===== src/rtl/branch_pkg.sv =====
// Shared encodings for the branch sequencer: request opcodes, FSM states, reset PC.
package branch_pkg;

  localparam logic [1:0] OP_NOP  = 2'b00;
  localparam logic [1:0] OP_JMP  = 2'b01;
  localparam logic [1:0] OP_JLT  = 2'b10;
  localparam logic [1:0] OP_RSVD = 2'b11;

  typedef enum logic [1:0] {
    ST_IDLE    = 2'd0,
    ST_COMPARE = 2'd1,
    ST_UPDATE  = 2'd2
  } state_e;

  localparam logic [15:0] DEFAULT_RESET_PC = 16'h0000;

endpackage


===== src/rtl/serial_lt_cmp.sv =====
// Bit-serial MSB-first less-than comparator with early termination.
// signed_mode_i makes only the MSB decision two's-complement.
module serial_lt_cmp
  import branch_pkg::*;
#(
  parameter int DATA_W = 16
) (
  input  logic              clk,
  input  logic              rst_n,
  input  logic              start_i,
  input  logic              signed_mode_i,
  input  logic [DATA_W-1:0] a_i,
  input  logic [DATA_W-1:0] b_i,
  output logic              done_o,
  output logic              lt_o
);

  localparam int IDX_W = (DATA_W > 1) ? $clog2(DATA_W) : 1;

  logic [IDX_W-1:0] idx_q;
  logic             run_q;
  logic             a_bit;
  logic             b_bit;
  logic             at_msb;
  logic             differ;
  logic             lt_bit;

  always_comb begin
    a_bit  = a_i[idx_q];
    b_bit  = b_i[idx_q];
    at_msb = (idx_q == IDX_W'(DATA_W - 1));
    differ = a_bit ^ b_bit;
    // In signed mode a set sign bit marks the smaller operand.
    lt_bit = (signed_mode_i && at_msb) ? (a_bit & ~b_bit) : (~a_bit & b_bit);
    done_o = run_q & (differ | (idx_q == '0));
    lt_o   = run_q & differ & lt_bit;
  end

  always_ff @(posedge clk or negedge rst_n) begin
    if (!rst_n) begin
      idx_q <= '0;
      run_q <= 1'b0;
    end else if (start_i) begin
      idx_q <= IDX_W'(DATA_W - 1);
      run_q <= 1'b1;
    end else if (run_q) begin
      if (done_o) run_q <= 1'b0;
      else        idx_q <= idx_q - IDX_W'(1);
    end
  end

endmodule


===== src/rtl/branch_sequencer.sv =====
// Program counter owner and JMP/JLT sequencer between decoder and fetch.
// Build option BRANCH_SIGNED_EN selects a signed JLT compare (default unsigned).
module branch_sequencer
  import branch_pkg::*;
#(
  parameter int              DATA_W   = 16,
  parameter int              PC_W     = 16,
  parameter logic [PC_W-1:0] RESET_PC = PC_W'(DEFAULT_RESET_PC)
) (
  input  logic              clk,
  input  logic              rst_n,
  input  logic              req_valid,
  output logic              req_ready,
  input  logic [1:0]        req_op,
  input  logic [DATA_W-1:0] cmp_a,
  input  logic [DATA_W-1:0] cmp_b,
  input  logic [PC_W-1:0]   offset,
  input  logic              pc_advance,
  output logic [PC_W-1:0]   pc_out,
  output logic              busy,
  output logic              done_valid,
  output logic              taken
);

`ifdef BRANCH_SIGNED_EN
  localparam logic SIGNED_MODE = 1'b1;
`else
  localparam logic SIGNED_MODE = 1'b0;
`endif

  state_e            state_q;
  logic [PC_W-1:0]   pc_q;
  logic [PC_W-1:0]   pc_inc_d;
  logic [PC_W-1:0]   pc_jmp_d;
  logic [DATA_W-1:0] a_q;
  logic [DATA_W-1:0] b_q;
  logic [PC_W-1:0]   off_q;
  logic [1:0]        op_q;
  logic              done_q;
  logic              taken_q;
  logic              handshake;
  logic              cmp_start;
  logic              cmp_done;
  logic              cmp_lt;

  always_comb begin
    handshake = req_valid & (state_q == ST_IDLE);
    cmp_start = handshake & (req_op == OP_JLT);
    pc_inc_d  = pc_q + PC_W'(1);
    pc_jmp_d  = pc_q + off_q;
  end

  serial_lt_cmp #(.DATA_W(DATA_W)) u_cmp (
    .clk           (clk),
    .rst_n         (rst_n),
    .start_i       (cmp_start),
    .signed_mode_i (SIGNED_MODE),
    .a_i           (a_q),
    .b_i           (b_q),
    .done_o        (cmp_done),
    .lt_o          (cmp_lt)
  );

  // done/taken are registered on entry to UPDATE so they line up with that state.
  always_ff @(posedge clk or negedge rst_n) begin
    if (!rst_n) begin
      state_q <= ST_IDLE;
      pc_q    <= RESET_PC;
      a_q     <= '0;
      b_q     <= '0;
      off_q   <= '0;
      op_q    <= OP_NOP;
      done_q  <= 1'b0;
      taken_q <= 1'b0;
    end else begin
      case (state_q)
        ST_IDLE: begin
          if (handshake) begin
            a_q   <= cmp_a;
            b_q   <= cmp_b;
            off_q <= offset;
            op_q  <= req_op;
            if (req_op == OP_JLT) begin
              state_q <= ST_COMPARE;
            end else begin
              state_q <= ST_UPDATE;
              done_q  <= 1'b1;
              taken_q <= (req_op == OP_JMP);
            end
          end else if (pc_advance) begin
            pc_q <= pc_inc_d;
          end
        end
        ST_COMPARE: begin
          if (cmp_done) begin
            state_q <= ST_UPDATE;
            done_q  <= 1'b1;
            taken_q <= cmp_lt;
          end
        end
        ST_UPDATE: begin
          state_q <= ST_IDLE;
          done_q  <= 1'b0;
          taken_q <= 1'b0;
          if (taken_q)             pc_q <= pc_jmp_d;
          else if (op_q != OP_RSVD) pc_q <= pc_inc_d;
        end
        default: state_q <= ST_IDLE;
      endcase
    end
  end

  assign req_ready  = (state_q == ST_IDLE);
  assign busy       = (state_q != ST_IDLE);
  assign pc_out     = pc_q;
  assign done_valid = done_q;
  assign taken      = taken_q;

endmodule


===== config.mk =====
export PLATFORM = sky130hd
export DESIGN_NAME = branch_sequencer
export DESIGN_NICKNAME = d
export VERILOG_FILES = /design/src/rtl/branch_pkg.sv /design/src/rtl/serial_lt_cmp.sv /design/src/rtl/branch_sequencer.sv
export SDC_FILE = /design/constraint.sdc
export NUM_CORES = 1
export LEC_CHECK = 0
export CORE_MARGIN = 3
export CORE_UTILIZATION = 41
export DETAILED_ROUTE_END_ITERATION = 8
export SLEW_MARGIN = 40
export SYNTH_ARGS = -nofsm -noshare
export SYNTH_HDL_FRONTEND = slang
export SYNTH_SLANG_ARGS = --single-unit
export TNS_END_PERCENT = 5

===== constraint.sdc =====
create_clock -name clk -period 8.4 [get_ports clk]
set_input_delay 2.52 -clock clk [delete_from_list [all_inputs] [get_ports clk]]
set_output_delay 2.52 -clock clk [all_outputs]
set_load 0.01 [all_outputs]

==> metrics.md <==
| Metric | Value |
|---|---|
| Yosys warning count | `0` |
| Slew @ Worst Pin | `0.713 ns` |
| #FFs+latches synth | `75` |
| Count of input and output buffers | `73` |
| Status | `finished, final reports clean` |
| NumNets Final | `540` |
| Unrepaired setup endpoints after global routing | `false` |
| Peak supply drop | `152 µV` |
| Total of cells resized after clock tree synthesis | `0` |
| Top post-synthesis cells by count | `dfrtp_1 (75), mux2_2 (49), a21oi_1 (36)` |
| Signal arrival time at the worst endpoint | `1.89 ns` |
| Global-route total usage across every layer | `17.2%` |
| Y dimension of the die | `108 µm` |
| Gate Count Post-Synth | `390` |
| Most common cell in the synthesized netlist | `dfrtp_1` |
| Placement Rows | `36` |
| Syn nets | `467` |
| Max-capacitance violation count | `0` |
| Fraction of final layout cells sized beyond drive strength 1 | `18.4%` |
| Min Tclk post-route | `4.41 ns` |
| Number of buffers created by CTS | `9` |
| Biggest area contributors in the synthesized netlist | `dfrtp_1 (44%), mux2_2 (13%), ha_1 (6.5%)` |
| Synth Flop Type | `dfrtp_1` |
| Multi-input gate area in the final layout | `0.00227 mm²` |
| Post-placement worst setup slack | `3.74 ns` |
| Root buffer selected by CTS | `clkbuf_8` |
| CTS H-tree depth | `3` |
| Post-synth top area share | `44.0%` |
| Clock skew | `0.0117 ns` |
| Total area of sequential cells | `0.00188 mm²` |
| Worst Hold Class | `reg -> reg` |
| Buffer count from post-CTS setup fixing | `0` |
| Startpoint type of the worst setup path | `register` |
| Total via count in the routed design | `3283` |
| Slew Limit Fails | `0` |
| Clock network latency to the later pin of the worst-skew pair | `0.35 ns` |
| Layout overhead on the synthesized area | `25.1%` |
| Antenna violations before repair | `0` |
| Synthesized area divided by synthesized cell count | `10.9 µm²` |
| Setup CP Type | `reg -> out` |
| Initial drt markers | `132` |
| TritonCTS Sinks | `75` |
| Portion of the clock cycle consumed by the worst path in the final layout | `52.4%` |
| Sequential fraction of the synthesis area | `44.0%` |
| Highest achievable clock rate | `227 MHz` |
| Maximum count of clock buffers along a single path | `2` |
| Type of destination of the critical path | `output port` |
| TritonCTS clock tree | `built` |
| Cts-stage hold buffer count | `0` |
| Antenna Diode Count | `0` |
| Biggest area consumer among synthesized cells | `dfrtp_1` |
| Routability-driven placement congestion ratio | `0.857` |
| Normalized max-slew margin | `52.5%` |
| Detailed placer's ending HPWL | `7160 µm` |
| Power per unit of standard cell area | `415 mW/mm²` |
| Wire length per cell | `16.1 µm` |
| Number of global-route vias before repair | `3234` |
| Core Box Area | `0.00995 mm²` |
| Final hold violation count | `0` |
| Worst path required time | `5.88 ns` |
| Global-route wire length before repair | `15800 µm` |
| Filler cell count in the final layout | `892` |
| EDFF count, synth | `0` |
| Fraction of registers with async set or reset after synthesis | `100%` |
| CTS clk-pin slew, worst paths | `0.09 ns` |
| Top-Level Pins | `74` |
| Largest net degree at the start of global routing | `76` |
| Number of distinct library cells after synthesis | `53` |
| Setup slack of the critical path after layout | `3.99 ns` |
| Antenna Nets Post-Route | `0` |
| Number of design rule violations left after detail routing | `0` |
| Critical path peak fanout | `11` |
| Vias per cell | `5.46` |
| TritonRoute pass-1 iters | `4` |
| Leak Pwr | `2.21 nW` |
| Total negative slack for setup checks | `0 ns` |
| Overall die area | `0.0117 mm²` |
| Die W | `108 µm` |
| Sum of routed wire length over all layers | `9650 µm` |
| Total setup violations reported at the end of the flow | `0` |
| Synth Cell Area | `0.00426 mm²` |
| Starting Density | `42.8%` |
| Final global-route overflow total | `0` |
cells in the final DEF, fill, tap and decap left out, drive strengths merged, types with 3 or more instances in the layout:
| master | count |
|---|---|
| nand3 | 13 |
| mux4 | 10 |
| a21o | 4 |
| nand2 | 35 |
| a221oi | 3 |
| mux2 | 49 |
| o21bai | 3 |
| inv | 22 |
| clkdlybuf4s50 | 72 |
| dfrtp | 75 |
| a211o | 3 |
| nor4 | 3 |
| a21oi | 36 |
| xor2 | 4 |
| ha | 22 |
| nor2 | 19 |
| buf | 3 |
| clkbuf | 9 |
| nor3 | 5 |
| xnor2 | 9 |
| o22ai | 4 |
| o21a | 4 |
| nand4 | 3 |
| a211oi | 3 |
| o21ai | 16 |
| a31oi | 3 |
sequential cells by signal (all words and copies together) (netlist names):
register,cells
a_q,16
state_q,2
u_cmp.idx_q,4
done_valid,1
off_q,16
u_cmp.run_q,1
taken,1
pc_out,16
b_q,16
op_q,2
layer usage:
metal  share of wire [%]  track usage, %
met1                  48            23.9
met2                  45            26.9
met3                 5.6            3.52
met4                 1.5            5.77
met5                   0               0
path summary, 6_finish.rpt:
check / start / endpoint / slack (ns) / cells past startpoint
worst max-delay path: state_q[0] / req_ready / 3.99 / 3
worst min-delay path: op_q[1] / op_q[1] / 0.50 / 2
worst max register to register: u_cmp.idx_q[0] / u_cmp.idx_q[3] / 5.18 / 8
worst min register to register: op_q[1] / op_q[1] / 0.50 / 2
max in group asynchronous: rst_n / b_q[12] / 5.71 / 1
min in group asynchronous: rst_n / pc_out[15] / 2.18 / 1
critical path, stage by stage, from the launching register on:
cell	delay (ns)
dfrtp_1	0.42
inv_1	0.11
ha_1	0.39
clkdlybuf4s50_1	0.61
report_power, final:
| part | switching, mW | internal [mW] | total (mW) |
|---|---|---|---|
| Clock | 0.151 | 0.142 | 0.293 |
| Combinational | 0.601 | 0.609 | 1.21 |
| Sequential | 0.172 | 0.539 | 0.711 |
| Total | 0.924 | 1.29 | 2.21 |
layout make-up:
class                   instances  area share, %
flip-flops and latches         75           35.2
well taps                     133           3.12
inverters                      18           1.27
repair buffers                 75           14.0
clock buffers                   9           2.32
multi-input cells             284           42.5
clock inverters                 7           1.55
logic make-up after synthesis:
logic type	share of synthesized area (%)
buffers and inverters	2.82
DFF	44.0
xor gates and xnor gates	2.67
adders and majority gates	6.93
AOI/OAI and AO/OA	14.4
and+or+nand+nor	10.4
muxes	18.7
metrics by stage:
| step | total power, mW | hold WS (ns) | cell area, µm² | std cells | util, % |
|---|---|---|---|---|---|
| final | 2.21 | 0.498 | 5330 | 601 | 53.6 |
| after floorplan | 1.57 | 0.443 | 4260 | 390 | - |
| after CTS | 2.24 | 0.497 | 5330 | 601 | 53.6 |
| after detailed placement | 1.94 | 0.478 | 5130 | 585 | 51.5 |
| after global placement | 1.91 | 0.465 | 5120 | 585 | 51.5 |
| after global routing | 2.40 | 0.524 | 5330 | 601 | 53.6 |
(Power assumes the default switching activity.)
